## src/rtl/rice_core_bus_arbiter_pkg.sv

```systemverilog
// Shared types for the core bus arbiter: FSM state encoding and the one-hot bus owner.
package rice_core_pkg;

  localparam int unsigned XLEN_DEFAULT = 32;

  typedef enum logic [1:0] {
    ST_IDLE     = 2'd0,
    ST_REQUEST  = 2'd1,
    ST_RESPONSE = 2'd2
  } rice_core_bus_arbiter_state;

  // One-hot owner: bit0 = instruction fetch, bit1 = LSU data.
  typedef logic [1:0] rice_core_bus_owner;

  localparam rice_core_bus_owner FETCH = 2'b01;
  localparam rice_core_bus_owner DATA  = 2'b10;

endpackage

```

## src/rtl/rice_core_bus_arbiter_if.sv

```systemverilog
// Core memory bus: valid/ready request channel plus valid/ready response channel.
interface rice_bus_if #(
  parameter int unsigned XLEN = 32
) ();

  localparam int unsigned STRB_W = XLEN / 8;

  logic              req_valid;
  logic              req_ready;
  logic [XLEN-1:0]   req_addr;
  logic              req_write;
  logic [XLEN-1:0]   req_wdata;
  logic [STRB_W-1:0] req_strb;
  logic              rsp_valid;
  logic              rsp_ready;
  logic [XLEN-1:0]   rsp_rdata;
  logic              rsp_error;

  modport master (
    output req_valid, req_addr, req_write, req_wdata, req_strb, rsp_ready,
    input  req_ready, rsp_valid, rsp_rdata, rsp_error
  );

  modport slave (
    input  req_valid, req_addr, req_write, req_wdata, req_strb, rsp_ready,
    output req_ready, rsp_valid, rsp_rdata, rsp_error
  );

endinterface

```

## src/rtl/rice_core_bus_arbiter_priority.sv

```systemverilog
// Combinational owner selection between fetch and data requesters.
// RICE_CORE_BUS_ARBITER_ROUND_ROBIN_EN: the requester that did not own the last transaction wins a tie.
module rice_core_bus_arbiter_priority
  import rice_core_pkg::*;
(
  input  logic               inst_valid,
  input  logic               data_valid,
`ifdef RICE_CORE_BUS_ARBITER_ROUND_ROBIN_EN
  input  rice_core_bus_owner last_owner,
`endif
  output rice_core_bus_owner grant_c
);

  always_comb begin
    grant_c = '0;
    if (inst_valid && data_valid) begin
`ifdef RICE_CORE_BUS_ARBITER_ROUND_ROBIN_EN
      grant_c = (last_owner == DATA) ? FETCH : DATA;
`else
      grant_c = DATA;
`endif
    end else if (data_valid) begin
      grant_c = DATA;
    end else if (inst_valid) begin
      grant_c = FETCH;
    end
  end

endmodule

```

## src/rtl/rice_core_bus_arbiter.sv

```systemverilog
// Shares one memory bus between fetch and LSU: one outstanding transaction, owner held until response.
// Optional macro RICE_CORE_BUS_ARBITER_ROUND_ROBIN_EN alternates tie priority via a last-owner register.
module rice_core_bus_arbiter
  import rice_core_pkg::*;
#(
  parameter int unsigned XLEN = XLEN_DEFAULT
) (
  input  logic             i_clk,
  input  logic             i_rst_n,
  input  logic             i_enable,
  rice_bus_if.slave        inst_bus_if,
  rice_bus_if.slave        data_bus_if,
  rice_bus_if.master       memory_bus_if,
  output logic             o_busy,
  output logic [1:0]       o_grant
);

  localparam int unsigned STRB_W = XLEN / 8;

  rice_core_bus_arbiter_state state_q, state_d;
  rice_core_bus_owner         grant_q, grant_d;
  rice_core_bus_owner         sel_grant_c;
  logic                       busy_q;
  logic                       req_fire_c;
  logic                       rsp_fire_c;

`ifdef RICE_CORE_BUS_ARBITER_ROUND_ROBIN_EN
  rice_core_bus_owner last_owner_q;

  // Remember who owned the last completed transaction.
  always_ff @(posedge i_clk or negedge i_rst_n) begin
    if (!i_rst_n) begin
      last_owner_q <= FETCH;
    end else if (state_q == ST_RESPONSE && rsp_fire_c) begin
      last_owner_q <= grant_q;
    end
  end
`endif

  rice_core_bus_arbiter_priority u_priority (
    .inst_valid (inst_bus_if.req_valid),
    .data_valid (data_bus_if.req_valid),
`ifdef RICE_CORE_BUS_ARBITER_ROUND_ROBIN_EN
    .last_owner (last_owner_q),
`endif
    .grant_c    (sel_grant_c)
  );

  always_ff @(posedge i_clk or negedge i_rst_n) begin
    if (!i_rst_n) begin
      state_q <= ST_IDLE;
      grant_q <= '0;
      busy_q  <= 1'b0;
    end else begin
      state_q <= state_d;
      grant_q <= grant_d;
      busy_q  <= (state_d != ST_IDLE);
    end
  end

  always_comb begin
    state_d = state_q;
    grant_d = grant_q;
    case (state_q)
      ST_IDLE: begin
        if (i_enable && (inst_bus_if.req_valid || data_bus_if.req_valid)) begin
          grant_d = sel_grant_c;
          state_d = ST_REQUEST;
        end
      end
      ST_REQUEST: begin
        if (req_fire_c) begin
          state_d = ST_RESPONSE;
        end
      end
      ST_RESPONSE: begin
        if (rsp_fire_c) begin
          grant_d = '0;
          state_d = ST_IDLE;
        end
      end
      default: begin
        grant_d = '0;
        state_d = ST_IDLE;
      end
    endcase
  end

  // Channel routing: only the owner is connected, and only in the matching phase.
  always_comb begin
    memory_bus_if.req_valid = 1'b0;
    memory_bus_if.req_addr  = XLEN'(0);
    memory_bus_if.req_write = 1'b0;
    memory_bus_if.req_wdata = XLEN'(0);
    memory_bus_if.req_strb  = STRB_W'(0);
    memory_bus_if.rsp_ready = 1'b0;
    inst_bus_if.req_ready   = 1'b0;
    inst_bus_if.rsp_valid   = 1'b0;
    inst_bus_if.rsp_rdata   = XLEN'(0);
    inst_bus_if.rsp_error   = 1'b0;
    data_bus_if.req_ready   = 1'b0;
    data_bus_if.rsp_valid   = 1'b0;
    data_bus_if.rsp_rdata   = XLEN'(0);
    data_bus_if.rsp_error   = 1'b0;
    req_fire_c              = 1'b0;
    rsp_fire_c              = 1'b0;

    if (state_q == ST_REQUEST) begin
      if (grant_q == DATA) begin
        memory_bus_if.req_valid = data_bus_if.req_valid;
        memory_bus_if.req_addr  = data_bus_if.req_addr;
        memory_bus_if.req_write = data_bus_if.req_write;
        memory_bus_if.req_wdata = data_bus_if.req_wdata;
        memory_bus_if.req_strb  = data_bus_if.req_strb;
        data_bus_if.req_ready   = memory_bus_if.req_ready;
        req_fire_c              = data_bus_if.req_valid && memory_bus_if.req_ready;
      end else if (grant_q == FETCH) begin
        memory_bus_if.req_valid = inst_bus_if.req_valid;
        memory_bus_if.req_addr  = inst_bus_if.req_addr;
        memory_bus_if.req_write = inst_bus_if.req_write;
        memory_bus_if.req_wdata = inst_bus_if.req_wdata;
        memory_bus_if.req_strb  = inst_bus_if.req_strb;
        inst_bus_if.req_ready   = memory_bus_if.req_ready;
        req_fire_c              = inst_bus_if.req_valid && memory_bus_if.req_ready;
      end
    end

    if (state_q == ST_RESPONSE) begin
      if (grant_q == DATA) begin
        data_bus_if.rsp_valid   = memory_bus_if.rsp_valid;
        data_bus_if.rsp_rdata   = memory_bus_if.rsp_rdata;
        data_bus_if.rsp_error   = memory_bus_if.rsp_error;
        memory_bus_if.rsp_ready = data_bus_if.rsp_ready;
        rsp_fire_c              = memory_bus_if.rsp_valid && data_bus_if.rsp_ready;
      end else if (grant_q == FETCH) begin
        inst_bus_if.rsp_valid   = memory_bus_if.rsp_valid;
        inst_bus_if.rsp_rdata   = memory_bus_if.rsp_rdata;
        inst_bus_if.rsp_error   = memory_bus_if.rsp_error;
        memory_bus_if.rsp_ready = inst_bus_if.rsp_ready;
        rsp_fire_c              = memory_bus_if.rsp_valid && inst_bus_if.rsp_ready;
      end
    end
  end

  assign o_busy  = busy_q;
  assign o_grant = grant_q;

endmodule

```

## src/flat_wrapper.sv

```systemverilog
// flat-port wrapper written by rule: the top's interface ports become plain ports
module rice_core_bus_arbiter_flat import rice_core_pkg::*;
#(
  parameter int unsigned XLEN = XLEN_DEFAULT
)
  (i_clk, i_rst_n, i_enable, o_busy, o_grant, inst_bus_if_req_valid, inst_bus_if_req_addr, inst_bus_if_req_write, inst_bus_if_req_wdata, inst_bus_if_req_strb, inst_bus_if_rsp_ready, inst_bus_if_req_ready, inst_bus_if_rsp_valid, inst_bus_if_rsp_rdata, inst_bus_if_rsp_error, data_bus_if_req_valid, data_bus_if_req_addr, data_bus_if_req_write, data_bus_if_req_wdata, data_bus_if_req_strb, data_bus_if_rsp_ready, data_bus_if_req_ready, data_bus_if_rsp_valid, data_bus_if_rsp_rdata, data_bus_if_rsp_error, memory_bus_if_req_valid, memory_bus_if_req_addr, memory_bus_if_req_write, memory_bus_if_req_wdata, memory_bus_if_req_strb, memory_bus_if_rsp_ready, memory_bus_if_req_ready, memory_bus_if_rsp_valid, memory_bus_if_rsp_rdata, memory_bus_if_rsp_error);
  rice_bus_if #(.XLEN(XLEN)) inst_bus_if_i ();
  rice_bus_if #(.XLEN(XLEN)) data_bus_if_i ();
  rice_bus_if #(.XLEN(XLEN)) memory_bus_if_i ();
  input  logic i_clk;
  input  logic i_rst_n;
  input  logic i_enable;
  output logic o_busy;
  output logic [1:0] o_grant;
  input wire logic [$bits(inst_bus_if_i.req_valid)-1:0] inst_bus_if_req_valid;
  input wire logic [$bits(inst_bus_if_i.req_addr)-1:0] inst_bus_if_req_addr;
  input wire logic [$bits(inst_bus_if_i.req_write)-1:0] inst_bus_if_req_write;
  input wire logic [$bits(inst_bus_if_i.req_wdata)-1:0] inst_bus_if_req_wdata;
  input wire logic [$bits(inst_bus_if_i.req_strb)-1:0] inst_bus_if_req_strb;
  input wire logic [$bits(inst_bus_if_i.rsp_ready)-1:0] inst_bus_if_rsp_ready;
  output wire logic [$bits(inst_bus_if_i.req_ready)-1:0] inst_bus_if_req_ready;
  output wire logic [$bits(inst_bus_if_i.rsp_valid)-1:0] inst_bus_if_rsp_valid;
  output wire logic [$bits(inst_bus_if_i.rsp_rdata)-1:0] inst_bus_if_rsp_rdata;
  output wire logic [$bits(inst_bus_if_i.rsp_error)-1:0] inst_bus_if_rsp_error;
  input wire logic [$bits(data_bus_if_i.req_valid)-1:0] data_bus_if_req_valid;
  input wire logic [$bits(data_bus_if_i.req_addr)-1:0] data_bus_if_req_addr;
  input wire logic [$bits(data_bus_if_i.req_write)-1:0] data_bus_if_req_write;
  input wire logic [$bits(data_bus_if_i.req_wdata)-1:0] data_bus_if_req_wdata;
  input wire logic [$bits(data_bus_if_i.req_strb)-1:0] data_bus_if_req_strb;
  input wire logic [$bits(data_bus_if_i.rsp_ready)-1:0] data_bus_if_rsp_ready;
  output wire logic [$bits(data_bus_if_i.req_ready)-1:0] data_bus_if_req_ready;
  output wire logic [$bits(data_bus_if_i.rsp_valid)-1:0] data_bus_if_rsp_valid;
  output wire logic [$bits(data_bus_if_i.rsp_rdata)-1:0] data_bus_if_rsp_rdata;
  output wire logic [$bits(data_bus_if_i.rsp_error)-1:0] data_bus_if_rsp_error;
  output wire logic [$bits(memory_bus_if_i.req_valid)-1:0] memory_bus_if_req_valid;
  output wire logic [$bits(memory_bus_if_i.req_addr)-1:0] memory_bus_if_req_addr;
  output wire logic [$bits(memory_bus_if_i.req_write)-1:0] memory_bus_if_req_write;
  output wire logic [$bits(memory_bus_if_i.req_wdata)-1:0] memory_bus_if_req_wdata;
  output wire logic [$bits(memory_bus_if_i.req_strb)-1:0] memory_bus_if_req_strb;
  output wire logic [$bits(memory_bus_if_i.rsp_ready)-1:0] memory_bus_if_rsp_ready;
  input wire logic [$bits(memory_bus_if_i.req_ready)-1:0] memory_bus_if_req_ready;
  input wire logic [$bits(memory_bus_if_i.rsp_valid)-1:0] memory_bus_if_rsp_valid;
  input wire logic [$bits(memory_bus_if_i.rsp_rdata)-1:0] memory_bus_if_rsp_rdata;
  input wire logic [$bits(memory_bus_if_i.rsp_error)-1:0] memory_bus_if_rsp_error;
  assign inst_bus_if_i.req_valid = inst_bus_if_req_valid;
  assign inst_bus_if_i.req_addr = inst_bus_if_req_addr;
  assign inst_bus_if_i.req_write = inst_bus_if_req_write;
  assign inst_bus_if_i.req_wdata = inst_bus_if_req_wdata;
  assign inst_bus_if_i.req_strb = inst_bus_if_req_strb;
  assign inst_bus_if_i.rsp_ready = inst_bus_if_rsp_ready;
  assign inst_bus_if_req_ready = inst_bus_if_i.req_ready;
  assign inst_bus_if_rsp_valid = inst_bus_if_i.rsp_valid;
  assign inst_bus_if_rsp_rdata = inst_bus_if_i.rsp_rdata;
  assign inst_bus_if_rsp_error = inst_bus_if_i.rsp_error;
  assign data_bus_if_i.req_valid = data_bus_if_req_valid;
  assign data_bus_if_i.req_addr = data_bus_if_req_addr;
  assign data_bus_if_i.req_write = data_bus_if_req_write;
  assign data_bus_if_i.req_wdata = data_bus_if_req_wdata;
  assign data_bus_if_i.req_strb = data_bus_if_req_strb;
  assign data_bus_if_i.rsp_ready = data_bus_if_rsp_ready;
  assign data_bus_if_req_ready = data_bus_if_i.req_ready;
  assign data_bus_if_rsp_valid = data_bus_if_i.rsp_valid;
  assign data_bus_if_rsp_rdata = data_bus_if_i.rsp_rdata;
  assign data_bus_if_rsp_error = data_bus_if_i.rsp_error;
  assign memory_bus_if_req_valid = memory_bus_if_i.req_valid;
  assign memory_bus_if_req_addr = memory_bus_if_i.req_addr;
  assign memory_bus_if_req_write = memory_bus_if_i.req_write;
  assign memory_bus_if_req_wdata = memory_bus_if_i.req_wdata;
  assign memory_bus_if_req_strb = memory_bus_if_i.req_strb;
  assign memory_bus_if_rsp_ready = memory_bus_if_i.rsp_ready;
  assign memory_bus_if_i.req_ready = memory_bus_if_req_ready;
  assign memory_bus_if_i.rsp_valid = memory_bus_if_rsp_valid;
  assign memory_bus_if_i.rsp_rdata = memory_bus_if_rsp_rdata;
  assign memory_bus_if_i.rsp_error = memory_bus_if_rsp_error;
  rice_core_bus_arbiter #(.XLEN(XLEN)) u_core (.i_clk(i_clk), .i_rst_n(i_rst_n), .i_enable(i_enable), .inst_bus_if(inst_bus_if_i), .data_bus_if(data_bus_if_i), .memory_bus_if(memory_bus_if_i), .o_busy(o_busy), .o_grant(o_grant));
endmodule
```

## config.mk

```make
export PLATFORM = sky130hd
export DESIGN_NAME = rice_core_bus_arbiter_flat
export DESIGN_NICKNAME = d
export VERILOG_FILES = /design/src/rtl/rice_core_bus_arbiter_pkg.sv /design/src/rtl/rice_core_bus_arbiter_if.sv /design/src/rtl/rice_core_bus_arbiter_priority.sv /design/src/rtl/rice_core_bus_arbiter.sv /design/src/flat_wrapper.sv
export SDC_FILE = /design/constraint.sdc
export NUM_CORES = 1
export LEC_CHECK = 0
export ABC_AREA = 1
export BUFFER_PORTS_ARGS = -buffer_cell sky130_fd_sc_hd__buf_2
export CORE_AREA = 2 2 126 128
export DETAILED_ROUTE_END_ITERATION = 8
export DIE_AREA = 0 0 128 130
export GPL_TIMING_DRIVEN = 0
export MAX_ROUTING_LAYER = met4
export PLACE_DENSITY_LB_ADDON = 0.3
export RECOVER_POWER = 50
export SYNTH_ARGS = -nofsm -noshare
export SYNTH_HDL_FRONTEND = slang
export SYNTH_SLANG_ARGS = --single-unit
export TNS_END_PERCENT = 100
```

## constraint.sdc

```tcl
create_clock -name i_clk -period 1.5 [get_ports i_clk]
set_input_delay 0.15 -clock i_clk [delete_from_list [all_inputs] [get_ports i_clk]]
set_output_delay 0.15 -clock i_clk [all_outputs]
set_load 0.1 [all_outputs]
```

==> flow_summary.html <==
<table>
<tr><th>Metric</th><th>Value</th></tr>
<tr><th colspan="2">GRT</th></tr>
<tr><td>Overflow left after global routing</td><td>0</td></tr>
<tr><td>GRT Util Overall</td><td>0.187</td></tr>
<tr><td>Largest net degree at the start of global routing</td><td>11</td></tr>
<tr><td>First-pass GRT wire length</td><td>24.1 mm</td></tr>
<tr><td>Initial antenna violation count</td><td>1</td></tr>
<tr><td>Number of global-route vias before repair</td><td>4526</td></tr>
<tr><th colspan="2">Drt</th></tr>
<tr><td>Detailed Route Iter0 Violations</td><td>180</td></tr>
<tr><td>Vias per cell</td><td>4.57</td></tr>
<tr><td>Detailed-router iteration count before antenna repair</td><td>5</td></tr>
<tr><td>Final routed wirelength across all metal layers</td><td>16.8 mm</td></tr>
<tr><td>Post-DR wirelength/cell</td><td>17.4 µm</td></tr>
<tr><td>Vias after detailed routing</td><td>4424</td></tr>
<tr><td>Antenna violation net count after detailed routing</td><td>0</td></tr>
<tr><td>Remaining DRCs</td><td>0</td></tr>
<tr><th colspan="2">Clock network</th></tr>
<tr><td>Clock transition at the registers of the reported paths</td><td>40 ps</td></tr>
<tr><td>Buffer type at the clock tree root</td><td>sky130_fd_sc_hd__clkbuf_16</td></tr>
<tr><td>Skew-Pair Late Insertion Delay</td><td>230 ps</td></tr>
<tr><td>Clock tree buffer depth</td><td>2</td></tr>
<tr><td>Number of buffers inserted during clock tree synthesis</td><td>3</td></tr>
<tr><td>Number of sinks driven by the clock tree</td><td>5</td></tr>
<tr><td>Maximum level of the CTS H-tree</td><td>1</td></tr>
<tr><td>Clock tree from TritonCTS</td><td>yes</td></tr>
<tr><th colspan="2">STA</th></tr>
<tr><td>Worst Setup Slack, final</td><td>-413 ps</td></tr>
<tr><td>Slew at the pin closest to its max-slew limit</td><td>498 ps</td></tr>
<tr><td>Unrepaired setup endpoints after global routing</td><td>yes</td></tr>
<tr><td>Clock skew after layout</td><td>2.46 ps</td></tr>
<tr><td>Post-layout minimum cycle time</td><td>1910 ps</td></tr>
<tr><td>Max-slew violations</td><td>0</td></tr>
<tr><td>Final setup violating endpoints</td><td>141</td></tr>
<tr><td>Hold violation total from the final report</td><td>0</td></tr>
<tr><td>Highest clock rate</td><td>0.523 GHz</td></tr>
<tr><td>Slew headroom</td><td>0.670</td></tr>
<tr><td>Min Hold Slack</td><td>264 ps</td></tr>
<tr><td>Portion of the clock cycle consumed by the worst path in the final layout</td><td>1.28</td></tr>
<tr><th colspan="2">Critical path</th></tr>
<tr><td>Launch point of the critical path</td><td>u_core.o_grant[1]$_DFFE_PN0P_</td></tr>
<tr><td>Arrival @ worst endpoint</td><td>1760 ps</td></tr>
<tr><td>Critical register-to-register path startpoint</td><td>u_core.o_grant[1]$_DFFE_PN0P_</td></tr>
<tr><td>Highest cell delay on the worst timing path</td><td>490 ps</td></tr>
<tr><td>Worst setup path class</td><td>flip-flop to output pin</td></tr>
<tr><td>Element type at the critical path start</td><td>flip-flop</td></tr>
<tr><td>Slowest cell on the critical path</td><td>sky130_fd_sc_hd__dfrtp_4</td></tr>
<tr><td>Type of destination of the critical path</td><td>output pin</td></tr>
<tr><td>Crit path required time</td><td>1350 ps</td></tr>
<tr><td>Biggest fanout along the worst timing path</td><td>10</td></tr>
<tr><td>Cell-by-cell listing of the critical path</td><td>nor2_4 &gt; buf_4 &gt; clkbuf_16 &gt; buf_12 &gt; nand2_1 &gt; a21oi_2 &gt; buf_8</td></tr>
<tr><th colspan="2">Place</th></tr>
<tr><td>GPL Wtd Cong</td><td>0.742</td></tr>
<tr><td>Number of port buffers</td><td>323</td></tr>
<tr><td>DP Wirelength</td><td>10.8 mm</td></tr>
<tr><td>Post-place setup slack</td><td>-664 ps</td></tr>
<tr><th colspan="2">Logic synthesis</th></tr>
<tr><td>Most frequently used cell type in the post-synthesis netlist</td><td>sky130_fd_sc_hd__nand2_1</td></tr>
<tr><td>Mapped Avg Cell Area</td><td>4.97 µm²</td></tr>
<tr><td>Syn Inst Count</td><td>404</td></tr>
<tr><td>Total of flip-flops plus latches after synthesis</td><td>5</td></tr>
<tr><td>Number of warnings issued by yosys</td><td>0</td></tr>
<tr><td>Cell types with the largest area share after synthesis</td><td>sky130_fd_sc_hd__nand3_1 19%, sky130_fd_sc_hd__a21oi_1 18%, sky130_fd_sc_hd__nand2_1 16%</td></tr>
<tr><td>Area share of the largest cell type after synthesis</td><td>0.189</td></tr>
<tr><td>Proportion of synthesized chip area in sequential cells</td><td>0.0623</td></tr>
<tr><td>Cell type contributing the most total cell area after synthesis</td><td>sky130_fd_sc_hd__nand3_1</td></tr>
<tr><td>Cell Area, Synth</td><td>0.00201 mm²</td></tr>
<tr><td>Commonest cells in the synthesized netlist</td><td>84 x sky130_fd_sc_hd__nand2_1, 76 x sky130_fd_sc_hd__nand3_1, 71 x sky130_fd_sc_hd__a21oi_1</td></tr>
<tr><td>Share of flip-flops with an asynchronous set or reset</td><td>1.00</td></tr>
<tr><td>Count of flip-flops with a built-in enable after synthesis</td><td>0</td></tr>
<tr><td>Synthesized net count</td><td>584</td></tr>
<tr><td>Top flip-flop cell by instance count after synthesis</td><td>sky130_fd_sc_hd__dfrtp_1</td></tr>
<tr><td>Synth cell types</td><td>19</td></tr>
<tr><th colspan="2">Pwr</th></tr>
<tr><td>Power density cells</td><td>1860 mW/mm²</td></tr>
<tr><td>VDD IR max</td><td>1270 µV</td></tr>
<tr><td>Leakage power</td><td>3.78 nW</td></tr>
<tr><th colspan="2">Floorplanning</th></tr>
<tr><td>Initial Utilization</td><td>0.130</td></tr>
<tr><td>DIE HEIGHT</td><td>130 µm</td></tr>
<tr><td>Placement row count</td><td>46</td></tr>
<tr><td>Core outline area</td><td>0.0154 mm²</td></tr>
<tr><td>Die Outline Area</td><td>0.0166 mm²</td></tr>
<tr><td>Number of primary I/O pins</td><td>324</td></tr>
<tr><td>Die X-Extent</td><td>128 µm</td></tr>
<tr><th colspan="2">Status</th></tr>
<tr><td>Violations in the final reports</td><td>negative setup slack</td></tr>
<tr><td>Result of the run</td><td>finished, violations left</td></tr>
<tr><th colspan="2">Worst hold path</th></tr>
<tr><td>Hold Path Class</td><td>primary input to flip-flop</td></tr>
<tr><td>Worst Hold Launch</td><td>memory_bus_if_req_ready</td></tr>
<tr><th colspan="2">Layout</th></tr>
<tr><td>Number of filler instances in the final layout</td><td>1216</td></tr>
<tr><td>Fraction of layout instances using a drive strength above 1</td><td>0.806</td></tr>
<tr><td>Signed area change from the synthesized netlist to the final layout</td><td>342%</td></tr>
<tr><td>Nets@finish</td><td>955</td></tr>
<tr><th colspan="2">Run</th></tr>
<tr><td>Total of max-cap violations</td><td>0</td></tr>
</table>
## power breakdown
part	internal [mW]	total, mW	leakage, nW	switching [mW]
Sequential	0.208	0.271	0.0593	0.0628
Clock	0.353	0.442	0.0382	0.0893
Combinational	5.95	15.8	3.68	9.84
Total	6.51	16.5	3.78	9.99
## placed cells by master, fill, tap and decap left out, types with 17 or more instances in the layout
cell,count
sky130_fd_sc_hd__a21oi_2,24
sky130_fd_sc_hd__nand3_2,31
sky130_fd_sc_hd__nor3_4,70
sky130_fd_sc_hd__nand3_1,42
sky130_fd_sc_hd__buf_8,23
sky130_fd_sc_hd__buf_12,150
sky130_fd_sc_hd__buf_4,17
sky130_fd_sc_hd__nand2_1,57
sky130_fd_sc_hd__buf_2,181
sky130_fd_sc_hd__a21oi_4,47
sky130_fd_sc_hd__nand2_2,24
sky130_fd_sc_hd__inv_1,39
## through the flow
stage | setup TNS (ps) | total power, mW | util | area (µm²) | std cells
after floorplan | -94500 | 8.80 | - | 3320 | 404
after global placement | -70590 | 10.5 | 0.336 | 5180 | 919
after detailed placement | -72890 | 10.5 | 0.336 | 5180 | 919
after CTS | -41460 | 15.2 | 0.533 | 8230 | 944
after global routing | -49190 | 17.1 | 0.575 | 8870 | 967
final | -41560 | 16.5 | 0.575 | 8870 | 967
## critical path, delay by kind of cell (launching register included)
family          cells  cell delay (ps)
simple gates        2              190
buf+inv             4              650
compound gates      1              200
flops               1              490
## path summary, 6_finish.rpt
kind	end	slack, ps	cells after the start
min in group asynchronous	u_core.o_busy$_DFF_PN0_	330	2
max reg2reg	u_core.o_busy$_DFF_PN0_	20	8
min	u_core.state_q[0]$_DFF_PN0_	260	4
max in group asynchronous	u_core.o_grant[0]$_DFFE_PN0P_	910	2
min reg2reg	u_core.state_q[0]$_DFF_PN0_	640	3
max	memory_bus_if_req_wdata[3]	-410	7
## logic make-up (layout without fill, tap and decap cells)
kind of cell | count (synthesis) | after routing | share of synthesized area
AND/OR/NAND/NOR | 239 | 240 | 0.570
buffers and inverters | 87 | 456 | 0.184
other | 0 | 1 | 0
flip-flops | 5 | 5 | 0.0623
AO/OA/AOI/OAI | 73 | 73 | 0.183
## flip-flops by register name, indices dropped and copies added, names as in the netlist
name / cells
u_core.o_busy: 1
u_core.o_grant: 2
u_core.state_q: 2
## layout make-up
type,count,area (µm²),share of cell area
Tap cell,192,240,0.0271
Inverter,44,188,0.0212
Sequential cell,5,133,0.0149
Clock buffer,4,78.8,0.00888
Buffer,42,696,0.0784
Multi-Input combinational cell,313,3200,0.360
Timing Repair Buffer,366,4340,0.489
Antenna cell,1,2.50,0.000282
## repair_timing
| action | CTS | global route |
|---|---|---|
| gates cloned | 9 | 3 |
| pin swaps | 60 | 53 |
| gates resized for setup | 700 | 99 |
| hold endpoints to repair | 5 | 0 |
| buffers inserted | 11 | 20 |
| setup endpoints to repair | 141 | 146 |
| hold buffers | 1 | 0 |
## routing by layer
layer | part of all wire | routed length [µm] | vias up | GRT usage
met1 | 0.36 | 6050 | 2065 | 0.205
met2 | 0.56 | 9320 | 211 | 0.359
met5 | 0 | 0 | - | -
met4 | 0.020 | 329 | 0 | 0.0317
met3 | 0.065 | 1090 | 26 | 0.0320
li1 | - | - | 2122 | -
Note: power is estimated with default switching activity, not from simulation.
